--- src/rtl/rr_req_arbiter.sv ---
// Round-robin request arbiter with a registered one-hot grant.
// A grant is held until the resource accepts it or the requester withdraws.
// The next winner is the first requester at or after a rotating priority
// pointer, wrapping past the top index back to 0.

// Running OR from bit 0 upward: o_ext[i] = |i_vec[i:0].
// The pointer mask is built from this, and so is the lowest-set-bit pick.
module extend_first1 #(
    parameter int W = 4
) (
    input  logic [W-1:0] i_vec,
    output logic [W-1:0] o_ext
);
    logic w_acc;

    // Prefix-OR chain, evaluated within one block to keep it a single net
    always_comb begin
        w_acc = 1'b0;
        o_ext = '0;
        for (int i = 0; i < W; i++) begin
            w_acc    = w_acc | i_vec[i];
            o_ext[i] = w_acc;
        end
    end
endmodule

// Isolates the lowest set bit of a vector and reports whether any bit is set.
module rr_first_pick #(
    parameter int W = 4
) (
    input  logic [W-1:0] i_vec,
    output logic [W-1:0] o_pick,
    output logic         o_any
);
    logic [W-1:0] w_ext;

    extend_first1 #(.W(W)) u_ext (
        .i_vec (i_vec),
        .o_ext (w_ext)
    );

    // A bit survives only if no lower bit is set
    assign o_pick = i_vec & ~{w_ext[W-2:0], 1'b0};
    assign o_any  = w_ext[W-1];
endmodule

// Wrap-around first-one search starting at the one-hot pointer position.
module rr_sel #(
    parameter int W = 4
) (
    input  logic [W-1:0] i_req,
    input  logic [W-1:0] i_ptr_oh,
    output logic [W-1:0] o_pick,
    output logic         o_any
);
    logic [W-1:0] w_mask;
    logic [W-1:0] w_hi;
    logic [W-1:0] w_hi_pick;
    logic         w_hi_any;
    logic [W-1:0] w_lo_pick;
    logic         w_lo_any;

    // Thermometer mask with bits [W-1:ptr] set
    extend_first1 #(.W(W)) u_mask (
        .i_vec (i_ptr_oh),
        .o_ext (w_mask)
    );

    assign w_hi = i_req & w_mask;

    rr_first_pick #(.W(W)) u_hi (
        .i_vec  (w_hi),
        .o_pick (w_hi_pick),
        .o_any  (w_hi_any)
    );

    // Fallback search over all requests covers the wrap past index 0
    rr_first_pick #(.W(W)) u_lo (
        .i_vec  (i_req),
        .o_pick (w_lo_pick),
        .o_any  (w_lo_any)
    );

    assign o_pick = w_hi_any ? w_hi_pick : w_lo_pick;
    assign o_any  = w_lo_any;
endmodule

module rr_req_arbiter #(
    parameter int N_REQ = 4,
    parameter int IDX_W = $clog2(N_REQ)
) (
    input  logic             clk,
    input  logic             rst_aL,
    input  logic [N_REQ-1:0] req,
    input  logic             res_ready,
    output logic [N_REQ-1:0] grant,
    output logic             grant_valid,
    output logic [IDX_W-1:0] grant_idx,
    output logic [IDX_W-1:0] ptr
);
    typedef enum logic {
        IDLE = 1'b0,
        BUSY = 1'b1
    } state_t;

    state_t           r_state;
    state_t           w_state_next;
    logic [N_REQ-1:0] r_grant;
    logic [IDX_W-1:0] r_grant_idx;
    logic [IDX_W-1:0] r_ptr;

    logic [N_REQ-1:0] w_grant_next;
    logic [IDX_W-1:0] w_idx_next;
    logic [IDX_W-1:0] w_ptr_next;

    logic [N_REQ-1:0] w_ptr_oh;
    logic [N_REQ-1:0] w_rot_oh;
    logic [N_REQ-1:0] w_idle_pick;
    logic             w_idle_any;
    logic [N_REQ-1:0] w_acc_pick;
    logic             w_acc_any;
    logic             w_held;
    logic             w_accept;
    logic             w_withdraw;
    logic [IDX_W-1:0] w_ptr_inc;

    // Decode the binary pointer to one-hot for the mask chain
    genvar gi;
    generate
        for (gi = 0; gi < N_REQ; gi++) begin : g_ptr_dec
            assign w_ptr_oh[gi] = (r_ptr == IDX_W'(gi));
        end
    endgenerate

    // Position after the current grant, as one-hot: rotate left by one
    assign w_rot_oh = {r_grant[N_REQ-2:0], r_grant[N_REQ-1]};

    // Same position in binary, wrapping explicitly at the top index
    assign w_ptr_inc = (r_grant_idx == IDX_W'(N_REQ - 1)) ? '0
                                                          : r_grant_idx + IDX_W'(1);

    // Is the granted requester still asking?
    assign w_held     = |(req & r_grant);
    assign w_accept   = (r_state == BUSY) && w_held && res_ready;
    assign w_withdraw = (r_state == BUSY) && !w_held;

    // Fresh arbitration from IDLE at the stored pointer
    rr_sel #(.W(N_REQ)) u_sel_idle (
        .i_req    (req),
        .i_ptr_oh (w_ptr_oh),
        .o_pick   (w_idle_pick),
        .o_any    (w_idle_any)
    );

    // Back-to-back re-selection on accept; the accepted bit is excluded and
    // search starts just past it, so newly raised bits are eligible at once
    rr_sel #(.W(N_REQ)) u_sel_next (
        .i_req    (req & ~r_grant),
        .i_ptr_oh (w_rot_oh),
        .o_pick   (w_acc_pick),
        .o_any    (w_acc_any)
    );

    // State and data registers; reset drops any held grant immediately
    always_ff @(posedge clk or negedge rst_aL) begin
        if (!rst_aL) begin
            r_state     <= IDLE;
            r_grant     <= '0;
            r_grant_idx <= '0;
            r_ptr       <= '0;
        end else begin
            r_state     <= w_state_next;
            r_grant     <= w_grant_next;
            r_grant_idx <= w_idx_next;
            r_ptr       <= w_ptr_next;
        end
    end

    // Next-state decision: IDLE waits for any request, BUSY leaves on
    // withdraw or on an accept that finds no other requester
    always_comb begin
        w_state_next = r_state;
        case (r_state)
            IDLE: w_state_next = w_idle_any ? BUSY : IDLE;
            BUSY: begin
                if (w_withdraw) begin
                    w_state_next = IDLE;
                end else if (w_accept) begin
                    w_state_next = w_acc_any ? BUSY : IDLE;
                end else begin
                    w_state_next = BUSY;
                end
            end
            default: w_state_next = IDLE;
        endcase
    end

    // Next grant and pointer; stalls hold everything, withdraw keeps the pointer
    always_comb begin
        w_grant_next = r_grant;
        w_ptr_next   = r_ptr;
        case (r_state)
            IDLE: w_grant_next = w_idle_pick;
            BUSY: begin
                if (w_withdraw) begin
                    w_grant_next = '0;
                end else if (w_accept) begin
                    w_grant_next = w_acc_pick;
                    w_ptr_next   = w_ptr_inc;
                end
            end
            default: w_grant_next = '0;
        endcase
    end

    // Binary index of the next grant; zero when nothing is granted
    always_comb begin
        w_idx_next = '0;
        for (int i = 0; i < N_REQ; i++) begin
            if (w_grant_next[i]) begin
                w_idx_next = w_idx_next | IDX_W'(i);
            end
        end
    end

    assign grant       = r_grant;
    assign grant_valid = |r_grant;
    assign grant_idx   = r_grant_idx;
    assign ptr         = r_ptr;
endmodule

--- config.mk ---
export PLATFORM = sky130hd
export DESIGN_NAME = rr_req_arbiter
export DESIGN_NICKNAME = d
export VERILOG_FILES = /design/src/rtl/rr_req_arbiter.sv
export SDC_FILE = /design/constraint.sdc
export NUM_CORES = 1
export LEC_CHECK = 0
export CORE_ASPECT_RATIO = 1.1
export CORE_UTILIZATION = 49
export DETAILED_ROUTE_END_ITERATION = 10
export PLACE_DENSITY = 0.83
export SLEW_MARGIN = 30
export SYNTH_ARGS = -nofsm -noshare
export SYNTH_HDL_FRONTEND = slang
export SYNTH_HIERARCHICAL = 1
export SYNTH_SLANG_ARGS = --single-unit
--- constraint.sdc ---
create_clock -name clk -period 2.6 [get_ports clk]
set_input_delay 0.78 -clock clk [delete_from_list [all_inputs] [get_ports clk]]
set_output_delay 0.78 -clock clk [all_outputs]
set_load 0.02 [all_outputs]
Word level (Yosys, flattened, before mapping)
Cells that the tools add are included.

word-level totals
  bits in writable memories = 0
  memories = 0
  bits in registers = 9
  word-level logic and storage cells = 66
  memory bits (read-only) = 0
  input port bits = 7
  bits in latches = 0

operators by class
  multiplexer cells = 14
  $lt $le $gt $ge = 0
  bitwise logic cells = 33
  $add $sub $neg = 1
  eq/ne operators = 5
  reductions and logical operators = 8
  shift operators = 0
  multiply operators = 0
  div/mod/pow operators = 0

operators with widths
  cell                   count
  $and A4 B4 Y4          8
  $not A4 Y4             5
  $or A1 B1 Y1           18
  $mux W4                4
  $pmux W4 S2            1
  $reduce_or A4 Y1       2
  $eq A2 B2 Y1 const B   3
  $mux W2                3
  $mux W1                5
  $logic_and A1 B1 Y1    3
  $ne A3 B1 Y1 const B   1
  $reduce_and A3 Y1      1
  $add A2 B1 Y2 const B  1
  $eq A2 B1 Y1 const B   1
  $logic_not A2 Y1       1
  $not A1 Y1             2
  $pmux W1 S2            1
  $logic_not A1 Y1       1

Depth between registers and ports, before layout
Gate-level depths: netlist (run 1).

  word-level depth = 15
  depth in mapped cells = 9

Cells and area by module
Netlist (run 1), hierarchy kept.

by module, submodules not included
  module          cells each  times used  area an instance (um^2)
  rr_req_arbiter  53          1           561.8
  extend_first1   5           6           35.0
  rr_first_pick   4           4           48.8
  rr_sel          8           2           70.1

Worst setup path before layout (run 1)
OpenSTA, ideal clock, no wires.

  kind = register to register
  from = register r_grant[0] (netlist: grant[0])
  to = register r_grant[0] (netlist: grant[0])
  period minus slack after synthesis = 2,737 ps
  cell stages (with the launch flop) = 10
  setup time = 136 ps
  setup slack = -137 ps
  path buffers = 2
  arrival = 2,602 ps
  cell sequence = dfrtp_1 > or4_1 > buf_4 > and2_1 > or4_1 > buf_4 > mux2_1 > mux2_2 > o211ai_1 > o21ai_0

RTL lines
  what                                   RTL line  source
  from (decl)                            108       logic [N_REQ-1:0] r_grant;
  from (signal assigned)                 173       r_grant <= w_grant_next;
  $or A1 B1 Y1 (3 in series)             21        w_acc = w_acc | i_vec[i];
  named net u_sel_next.u_mask.w_acc      14        logic w_acc;
  $and A4 B4 Y4                          69        assign w_hi = i_req & w_mask;
  named net u_sel_next.w_hi[3]           57        logic [W-1:0] w_hi;
  $or A1 B1 Y1                           21
  named net u_sel_next.u_hi.u_ext.w_acc  14
  $mux W4                                84        assign o_pick = w_hi_any ? w_hi_pick : w_lo_pick;
  named net w_acc_pick[0]                120       logic [N_REQ-1:0] w_acc_pick;
  $mux W4                                207       end else if (w_accept) begin
  $mux W4                                205       if (w_withdraw) begin
  $pmux W4 S2                            202       case (r_state)

The timed path passes the listed nets, and every way through them passes these cells. The select of a mux whose other input is x is not followed.
A chain may end at the register's enable or synchronous reset.

Final worst setup path (run 1)
  from = register r_grant[3] (netlist: grant[3])
  to = register r_grant[0] (netlist: grant[0])

on the way
  word-level cells in the longest chain between the ends = 9

RTL lines
  what                            RTL line  source
  $or A1 B1 Y1 (3 in series)      21
  named net u_sel_next.w_mask[3]  56        logic [W-1:0] w_mask;
  $and A4 B4 Y4                   69
  named net u_sel_next.w_hi[3]    57
  $or A1 B1 Y1                    21
  named net u_sel_next.w_hi_any   59        logic w_hi_any;
  $mux W4                         84
  named net w_acc_pick[0]         120
  $mux W4                         207
  $mux W4                         205
  $pmux W4 S2                     202

The timed path passes the listed nets, and every way through them passes these cells. The select of a mux whose other input is x is not followed.

==> results of run 1 <==
[cell usage in the layout, fill, tap and decap left out, types with 3 or more instances in the layout]
cell             count
nor2b_4             14
o2111ai_1            3
o221ai_1             4
clkdlybuf4s50_1     10
inv_1                9
or3_1                6
and2_4               3
mux2_4               8
or4_4                3
dfrtp_2              4
or2_1                6
dlygate4sd2_1        3
buf_4               24
or4_1                3
dfrtp_1              5
and2_1               6
clkbuf_4             3
[registers in the layout (all words and copies together) (netlist names)]
signal	count
grant	4
ptr	2
r_state	1
grant_idx	2
[final cells by class]
class,instances,area (µm²)
multi-input cells,80,798
fillers,156,611
repair buffers,39,329
flip-flops and latches,9,230
well taps,28,35.0
inverters,9,33.8
clock buffers,4,26.3
[through the flow]
| step | total power [µW] | instances | util (%) | cell area, µm² |
|---|---|---|---|---|
| after floorplan | 1210 | 115 | - | 1140 |
| after global placement | 1380 | 157 | 63.7 | 1320 |
| after detailed placement | 1420 | 157 | 63.7 | 1320 |
| after CTS | 1640 | 163 | 67.6 | 1400 |
| after global routing | 1870 | 169 | 70.4 | 1450 |
| final | 1760 | 169 | 70.4 | 1450 |
[critical path: stages, from the launching register on]
cell and delay (ns):
dfrtp_2 0.44, or4_4 0.51, and2_4 0.15, or4_4 0.58, mux2_4 0.32, mux2_4 0.25, o211ai_1 0.09, o21ai_1 0.08
[power by group]
group          switching [µW]  internal (µW)  leakage, µW
Sequential                100            205     0.000110
Combinational             568            776     0.000568
Clock                    50.3           59.2    0.0000150
Total                     718           1040     0.000693
[path summary, 6_finish.rpt]
check,slack [ns],startpoint,endpoint
worst max-delay path,0.05,grant[3],grant[0]
worst min-delay path,0.58,ptr[0],ptr[0]
worst max register to register,0.05,grant[3],grant[0]
worst min register to register,0.58,ptr[0],ptr[0]
max in group asynchronous,1.46,rst_aL,ptr[0]
min in group asynchronous,0.82,rst_aL,grant[1]
[kinds of logic (layout without fill, tap and decap cells)]
logic type      after synthesis  after routing
simple gates                 51             51
mux                          11             11
fa+ha+maj                     1              1
flops                         9              9
buf+inv                      26             52
compound gates               17             17
[repair_timing]
| item | CTS | global route |
|---|---|---|
| buffers inserted | 2 | 6 |
| setup endpoints to repair | 6 | 3 |
| resized for setup | 18 | 6 |
| pin swaps | 4 | 2 |
[routing by layer]
| metal | track usage [%] | vias up | routed length (µm) |
|---|---|---|---|
| met2 | 36.8 | 21 | 1330 |
| met3 | 2.08 | 6 | 77 |
| li1 | - | 451 | - |
| met4 | 12.4 | 0 | 29 |
| met1 | 31.7 | 453 | 1170 |
| met5 | 0 | - | 0 |
==> results.txt, run 1 <==
----------------------------------------------------
[Die]
  Die outline area ... 2450 µm²
  Floorplan row count ... 17
  Die Height ... around 52 µm
  Overall die width ... around 47 µm
  Placeable Area ... about 2100 µm²
  Initial Utilization ... between 50% and 60%
  I/O pin count ... 16

[Route]
  Routed via count ... slightly above 900
  Drc violations ... 0
  Routed wirelength normalized by instance count ... between 15 and 20 µm
  Post-DRT Antenna Nets ... 0
  Via density per instance ... 5.51
  DRT Pass-1 Iters ... 4
  Sum of routed wire length over all layers ... between 2 and 3 mm
  Violation count after the first detailed-route iteration ... 22

[Logic synthesis]
  Combinational family with the most area after synthesis ... simple AND/OR/NAND/NOR gates
  Top cells by area, synth ... dfrtp_1 20%, nor2b_4 15%, buf_4 11%
  Fraction of synthesized cell area taken by the top area cell type ... 20.3%
  Syn_area_per_cell ... just under 10 µm²
  Number of flip-flops and latches in the synthesized netlist ... 9
  Count of yosys warnings during synthesis ... 6
  Area share of xor/xnor cells in the synthesized design ... 0%
  Share of async-settable or async-resettable flops after synthesis ... 100%
  Top cells by count, synth ... 16 x buf_4, 12 x nor2b_4, 9 x and2_1, 9 x dfrtp_1, 9 x inv_1
  Netlist Area Pre-Place ... roughly 1100 µm²
  Post-synthesis simple-gate area fraction ... a little under two fifths
  Post-synth top flop ... dfrtp_1
  Library cell occupying the most area in the post-synthesis netlist ... dfrtp_1
  Number of distinct library cells after synthesis ... 26
  Synth Area in Compound Gates ... between 10% and 20%
  Synthesized net count ... approximately 120
  Proportion of synthesized area in mux cells ... between 10% and 20%
  Number of synthesized flops with an enable pin ... 0
  Most used standard cell by instance count after synthesis ... buf_4
  Portion of the post-synthesis area used by sequential elements ... slightly above 20%
  Synth Area in Adders ... about 1.1%
  Synth Instances ... approximately 120

[Final layout]
  Net count of the finished layout ... 150
  Layout overhead on the synthesized area ... 31.2%
  Fraction of layout instances using a drive strength above 1 ... about half
  Count of inserted antenna diode cells ... 0

[Timing]
  Period utilisation layout ... a little over nine tenths
  Setup-failing EPs final ... 0
  Worst slew margin relative to its limit ... between 70% and 80%
  Clock skew ... between 0.001 and 0.0015 ns
  Final number of hold-violating endpoints ... 0
  Worst hold-check slack ... roughly 0.58 ns
  Fmax ... between 300 and 400 MHz
  Transition at the pin with the smallest max-transition slack ... 0.425 ns
  Fin worst setup slack ... about 0.054 ns
  Number of max-slew violations in the final report ... 0
  Fin crit period ... approximately 2.5 ns
  Accumulated negative setup slack ... 0 ns
  Unrepaired setup endpoints after global routing ... true

[Place]
  Worst slack at placement ... -0.473 ns
  Half-perimeter wire length of the detailed placement result ... 1.82 mm
  Gpl congestion ... about 0.88
  Number of buffers inserted by port buffering ... 15

[Clock tree]
  Total CTS buffers ... 3
  Max Root-Sink Buffers ... 2
  Root Buffer Master ... clkbuf_4
  Post-CTS Hold Fix Bufs ... 0
  CTS sink cnt ... 9
  Clock slew seen by the registers of the worst setup and hold paths ... approximately 0.060 ns
  Clock tree from TritonCTS ... yes
  Worst-Skew Late Latency ... 0.26 ns
  Depth of the CTS H-tree ... 1

[GRT]
  Number of global-route vias before repair ... about 890
  Number of antenna violations at the first check in global routing ... 0
  GR Overflow Total ... 0
  Largest net degree at the start of global routing ... 14
  Global-route wire length before repair ... a little over 4 mm
  Aggregate global-route resource usage ... about a quarter

[Pwr]
  Leakage dissipation ... ~0.00069 µW
  IR drop worst, VDD ... between 0.6 and 0.7 mV
  Total power divided by cell area ... around 1200 nW/µm²

[Outcome]
  Run status ... complete, no violations

[Critical path]
  Worst Setup Path Type ... register to register
  Worst r2r path cells ... 7
  Peak fanout along the critical path ... 5
  Startpoint type of the worst setup path ... register
  Critical path arrival ... 2.68 ns
  Crit end category ... register
  Required time at the endpoint of the critical path ... 2.74 ns

[Min path]
  Worst Hold Class ... register to register
  Instance count along the most critical hold path ... 1

[Run]
  Number of maximum-capacitance violations ... 0

----------------------------------------------------
(Power assumes the default switching activity.)
==> inputs of run 2 (changes only) <==
Settings changed: CTS_BUF_LIST set to sky130_fd_sc_hd__clkbuf_16.
==> run 2 against run 1 <==
Compared with the run above: critical path depth decreased by 4; total power is 5.6% higher; largest cell class unchanged; clock skew grew 0.00089 ns; routed wire length increased by 1.8%; critical endpoint is now grant_valid.
==> results.txt, run 2 (same netlist as run 1, synthesis figures left out) <==
----------------------------------------------------
[Outcome]
  Run status ... complete, no violations

[Final layout]
  Number of fill cells ... 151 (-3.2%)
  Number of flip-flops in the largest register ... 4 (unchanged)
  Net count of the finished layout ... 148 (-1.3%)
  Layout overhead on the synthesized area ... 33.7%
  Fraction of layout instances using a drive strength above 1 ... 48.9% (-1.4 points)
  Count of inserted antenna diode cells ... 0 (unchanged)
  Most common library cell in the layout ignoring fill and taps ... buf_4
  Count of placed standard cells in the final layout, fillers left out ... 167 (-1.2%)
  Most used cells in the layout excluding fill and tap cells ... 22 x buf_4, 15 x nor2b_4, 10 x inv_1, 10 x clkdlybuf4s50_1

[GRT]
  Aggregate global-route resource usage ... 24.7% (+0.98 points)
  Largest net degree at the start of global routing ... 14 (unchanged)
  Number of antenna violations at the first check in global routing ... 0 (unchanged)
  Global-route wire length before repair ... 4.16 mm (+1.7%)
  GR Overflow Total ... 0 (unchanged)
  Number of global-route vias before repair ... 924 (+3.9%)

[Clock tree]
  Worst-Skew Late Latency ... 0.24 ns (-0.02 ns)
  Max Root-Sink Buffers ... 2 (unchanged)
  Post-CTS Hold Fix Bufs ... 0 (unchanged)
  Root Buffer Master ... clkbuf_16
  CTS sink cnt ... 9 (unchanged)
  Clock tree from TritonCTS ... yes
  Depth of the CTS H-tree ... 1 (unchanged)
  Total CTS buffers ... 3 (unchanged)
  Clock slew seen by the registers of the worst setup and hold paths ... 0.04 ns (-0.02 ns)

[Pwr]
  Leakage dissipation ... 0.000703 µW (+1.4%)
  IR drop worst, VDD ... 0.772 mV (+22%)
  Total power divided by cell area ... 1260 nW/µm² (+3.7%)

[Route]
  Sum of routed wire length over all layers ... 2.66 mm (+1.8%)
  DRT Pass-1 Iters ... 4 (unchanged)
  Via density per instance ... 5.56 (+0.98%)
  Violation count after the first detailed-route iteration ... 15 (-32%)
  Drc violations ... 0 (unchanged)
  Routed via count ... 929 (-0.21%)
  Routed wirelength normalized by instance count ... 15.9 µm (+3.1%)
  Post-DRT Antenna Nets ... 0 (unchanged)

[Die]
  Placeable Area ... 2060 µm² (unchanged)
  Initial Utilization ... 53.7% (unchanged)
  Die outline area ... 2450 µm² (unchanged)
  Die Height ... 51.9 µm (unchanged)
  I/O pin count ... 16 (unchanged)
  Floorplan row count ... 17 (unchanged)
  Overall die width ... 47.3 µm (unchanged)

[Critical path]
  Ordered cell list for the critical path ... buf_4 -> or4_2 -> dlygate4sd2_1
  Number of buffers and inverters on the critical path ... 2 (+2)
  Crit end category ... output port
  Cell with the biggest individual delay on the critical path ... or4_2
  Peak fanout along the critical path ... 4 (-1)
  Critical path arrival ... 1.78 ns (-0.90 ns)
  Required time at the endpoint of the critical path ... 1.82 ns (-0.92 ns)
  Worst Setup Path Type ... register to output port
  Max stage delay on crit path ... 0.65 ns (+0.07 ns)
  Startpoint type of the worst setup path ... register
  Kind of cell with the highest combined delay on the critical path ... simple AND/OR/NAND/NOR gates

[Timing]
  Fmax ... 390 MHz (-0.69%)
  Unrepaired setup endpoints after global routing ... false
  Worst slew margin relative to its limit ... 72.2% (+0.60 points)
  Setup-failing EPs final ... 0 (unchanged)
  Transition at the pin with the smallest max-transition slack ... 0.416 ns (-0.00899 ns)
  Clock skew ... 0.00220 ns (+0.000892 ns)
  Number of max-slew violations in the final report ... 0 (unchanged)
  Period utilisation layout ... 98.6% (+0.68 points)
  Fin worst setup slack ... 0.0367 ns (-0.0176 ns)
  Fin crit period ... 2.56 ns (+0.0176 ns)
  Final number of hold-violating endpoints ... 0 (unchanged)

[Place]
  Half-perimeter wire length of the detailed placement result ... 1.82 mm (unchanged)
  Cells after DPL ... 157 (unchanged)
  Number of buffers inserted by port buffering ... 15 (unchanged)
  Worst slack at placement ... -0.473 ns (unchanged)
  Gpl congestion ... 0.876 (unchanged)

[Min path]
  Worst Hold Class ... register to register

[Run]
  Number of maximum-capacitance violations ... 0 (unchanged)

----------------------------------------------------
==> run 2: changes by cell type in the layout (fill, tap and decap cells not counted), sizes merged <==
cell / before / now
dlygate4sd2: 3 / 4
clkbuf: 4 / 3
inv: 9 / 10
buf: 24 / 22
dlymetal6s2s: 1 / 0
==> run 2: final cells by class <==
cell class / count / area, µm² / area share (%)
clock inverter: 1 / 3.75 / 0.254
inverter: 9 / 33.8 / 2.28
clock buffer: 3 / 75.1 / 5.07
tap: 28 / 35.0 / 2.37
sequential: 9 / 230 / 15.6
multi-input combinational: 80 / 792 / 53.5
timing repair buffer: 37 / 310 / 21.0
==> run 2: metrics by stage <==
step | cell area [µm²] | utilization [%] | TNS (ns) | hold slack (ns) | total power, µW
2_1_floorplan | 1140 | - | -0.0127 | 0.484 | 1210
6_report | 1480 | 71.7 | 0 | 0.572 | 1860
3_3_place_gp | 1320 | 63.7 | -2.06 | 0.553 | 1380
3_5_place_dp | 1320 | 63.7 | -2.21 | 0.561 | 1420
4_1_cts | 1440 | 69.6 | -0.0123 | 0.569 | 1780
5_1_grt | 1480 | 71.7 | 0 | 0.602 | 1970
==> run 2: where the power goes <==
group          total, µW  internal, µW  switching (µW)
combinational       1280           726             557
clock                272           201            70.3
sequential           304           206            98.1
==> run 2: routing by layer <==
layer | vias to the layer above | part of all wire, % | GRT usage (%)
li1 | 445 | - | -
met1 | 439 | 43 | 30.8
met2 | 33 | 49 | 37.0
met3 | 12 | 5.0 | 3.82
met4 | 0 | 3.1 | 18.1
met5 | - | 0 | 0
==> run 2: final timing paths <==
check,start,endpoint,slack [ns],cells past startpoint
min in group asynchronous,rst_aL,grant[1],0.85,1
worst max register to register,ptr[0],grant_idx[1],0.09,7
worst min-delay path,ptr[0],ptr[0],0.57,1
max in group asynchronous,rst_aL,ptr[0],1.44,1
worst min register to register,ptr[0],ptr[0],0.57,1
worst max-delay path,grant[0],grant_valid,0.04,3
==> run 2: what timing repair did <==
action,in CTS,in global routing
gates resized for setup,20,2
pin swaps,4,4
endpoints found under the setup margin,7,2
buffers inserted,1,5
==> RTL edit: new RTL, settings of run 1 <==
Change the parameter `N_REQ` from 4 to 8.
--- a/src/rtl/rr_req_arbiter.sv
+++ b/src/rtl/rr_req_arbiter.sv
@@ -86,7 +86,7 @@
 endmodule
 
 module rr_req_arbiter #(
-    parameter int N_REQ = 4,
+    parameter int N_REQ = 8,
     parameter int IDX_W = $clog2(N_REQ)
 ) (
     input  logic             clk,
Ports: changed (resized grant, grant_idx, ptr and req); port bits go from 16 to 26. The function was not compared with the original's and may differ.
==> RTL edit against run 1 <==
  * The run now ends with negative setup slack left
  * Highest routed layer unchanged
  * Routed wire length up 140%
  * Design area up 120%
  * Maximum frequency down 12%
  * Die area up 100%
  * Synthesized area up 110%
  * Count of clock-buffer cells in the layout unchanged
  * Sequential cell count up 6
  * Worst setup slack worse by 0.34 ns
  * Largest cell class unchanged
Power is not shown: default switching activity piles up to over one toggle a cycle in this logic, so the estimate is an artifact.
==> RTL edit: results (changes against run 1) <==
Data arrival, critical path 2.97 ns (+0.29 ns); WL per Instance 17.3 um (+12%); Seq/Total Area, Yosys 16.4% (-4.0 points); syn_nets 255 (+110%); nets 328 (+120%); Worst R2R Start grant[7]; Crit-path slowest cell dfrtp_2; status finished, violations left; IO buf count 25 (+10); detailed-route via count 2,035 (+120%); largest net degree at the start of global routing 23 (+9); worst reg2reg path depth 12 (+5); slowest stage delay, CP 0.43 ns (-0.15 ns); vias in the first global route 2,088 (+130%); Detail Placement HPWL 4470 um (+140%); max reg flops 8 (+4); antenna cells 0 (unchanged); clock root buffer clkbuf_8; Synth top cells by count nor2b_4, mux2_4, buf_4; end of the critical path grant_idx[1]; Post-Synthesis Cells 242 (+110%); Final setup viols 6 (+6); hold depth 2 (+1); GRT Total Usage 27.4% (+3.8 points); Worst Hold Class reg2reg; Final WS setup -0.282 ns (-0.336 ns); share of layout cells above drive strength 1 59.2% (+8.9 points); initial antenna violation count 0 (unchanged); failing checks negative setup slack; Cell Area, Placed 0.00289 sq mm (+120%); Final Skew 0.00890 ns (+0.00759 ns); final WL 6380 um (+140%); Hold Slack 0.659 ns (+0.0818 ns); # fillers 302 (+94%); ranking of synthesized cells by area nor2b_4, dfrtp_1, mux2_4; placed insts 350 (+120%); Starting DRT DRC Count 110 (+400%); Least-Margin Pin Slew 0.830 ns (+0.405 ns); first-pass GRT wire length 10,000 um (+140%); RD Place Congestion 0.861 (-1.8%); DRT Pass-1 Iters 4 (unchanged); synth unique cells 34 (+31%)
## RTL edit: cell types whose count changed in the layout (fill, tap and decap cells not counted), sizes merged, moves of 10 or more
| cell | before | now |
|---|---|---|
| nor3 | 0 | 10 |
| nand2 | 0 | 17 |
| nor2b | 17 | 36 |
| buf | 24 | 69 |
## RTL edit: metal layers
metal,track usage (%),vias up,routed length (um)
met3,3.26,12,188
met4,8.04,0,127
met1,31.4,997,2560
li1,-,971,-
met2,51.9,55,3500
met5,0,-,0
## RTL edit: how the worst min path moves through the flow
stage | startpoint | to
floorplan | rst_aL | grant[0]
global route | grant_idx[2] | ptr[2]
CTS | grant_idx[2] | ptr[2]
finish | grant_idx[2] | ptr[2]
detailed placement | grant_idx[2] | ptr[2]
global placement | grant_idx[1] | ptr[1]
## RTL edit: metrics by stage
step	setup slack (ns)	setup TNS, ns
6_report	-0.282	-0.711
5_1_grt	-0.466	-1.49
4_1_cts	-0.0694	-0.152
3_5_place_dp	-0.625	-4.37
3_3_place_gp	-0.577	-3.97
2_1_floorplan	-0.126	-0.345
## RTL edit: repair_timing
item | in CTS | in global routing
gates resized for setup | 39 | 17
setup endpoints to repair | 11 | 8
buffers inserted | 7 | 7
pin swaps | 8 | 11
## RTL edit: cell type report
type | instances | area [sq um] | area share, %
clock buffer | 4 | 45.0 | 1.41
sequential | 15 | 382 | 11.9
multi-input combinational | 187 | 1870 | 58.6
tap | 54 | 67.6 | 2.11
inverter | 15 | 56.3 | 1.76
timing repair buffer | 93 | 774 | 24.2
## RTL edit: logic make-up (layout without fill, tap and decap cells)
family | count (synthesis) | after routing | synth area share, %
fa+ha+maj | 2 | 2 | 1.09
flops | 15 | 15 | 16.4
compound gates | 26 | 26 | 9.34
buf+inv | 40 | 112 | 10.2
mux | 28 | 28 | 16.4
simple gates | 131 | 131 | 46.6
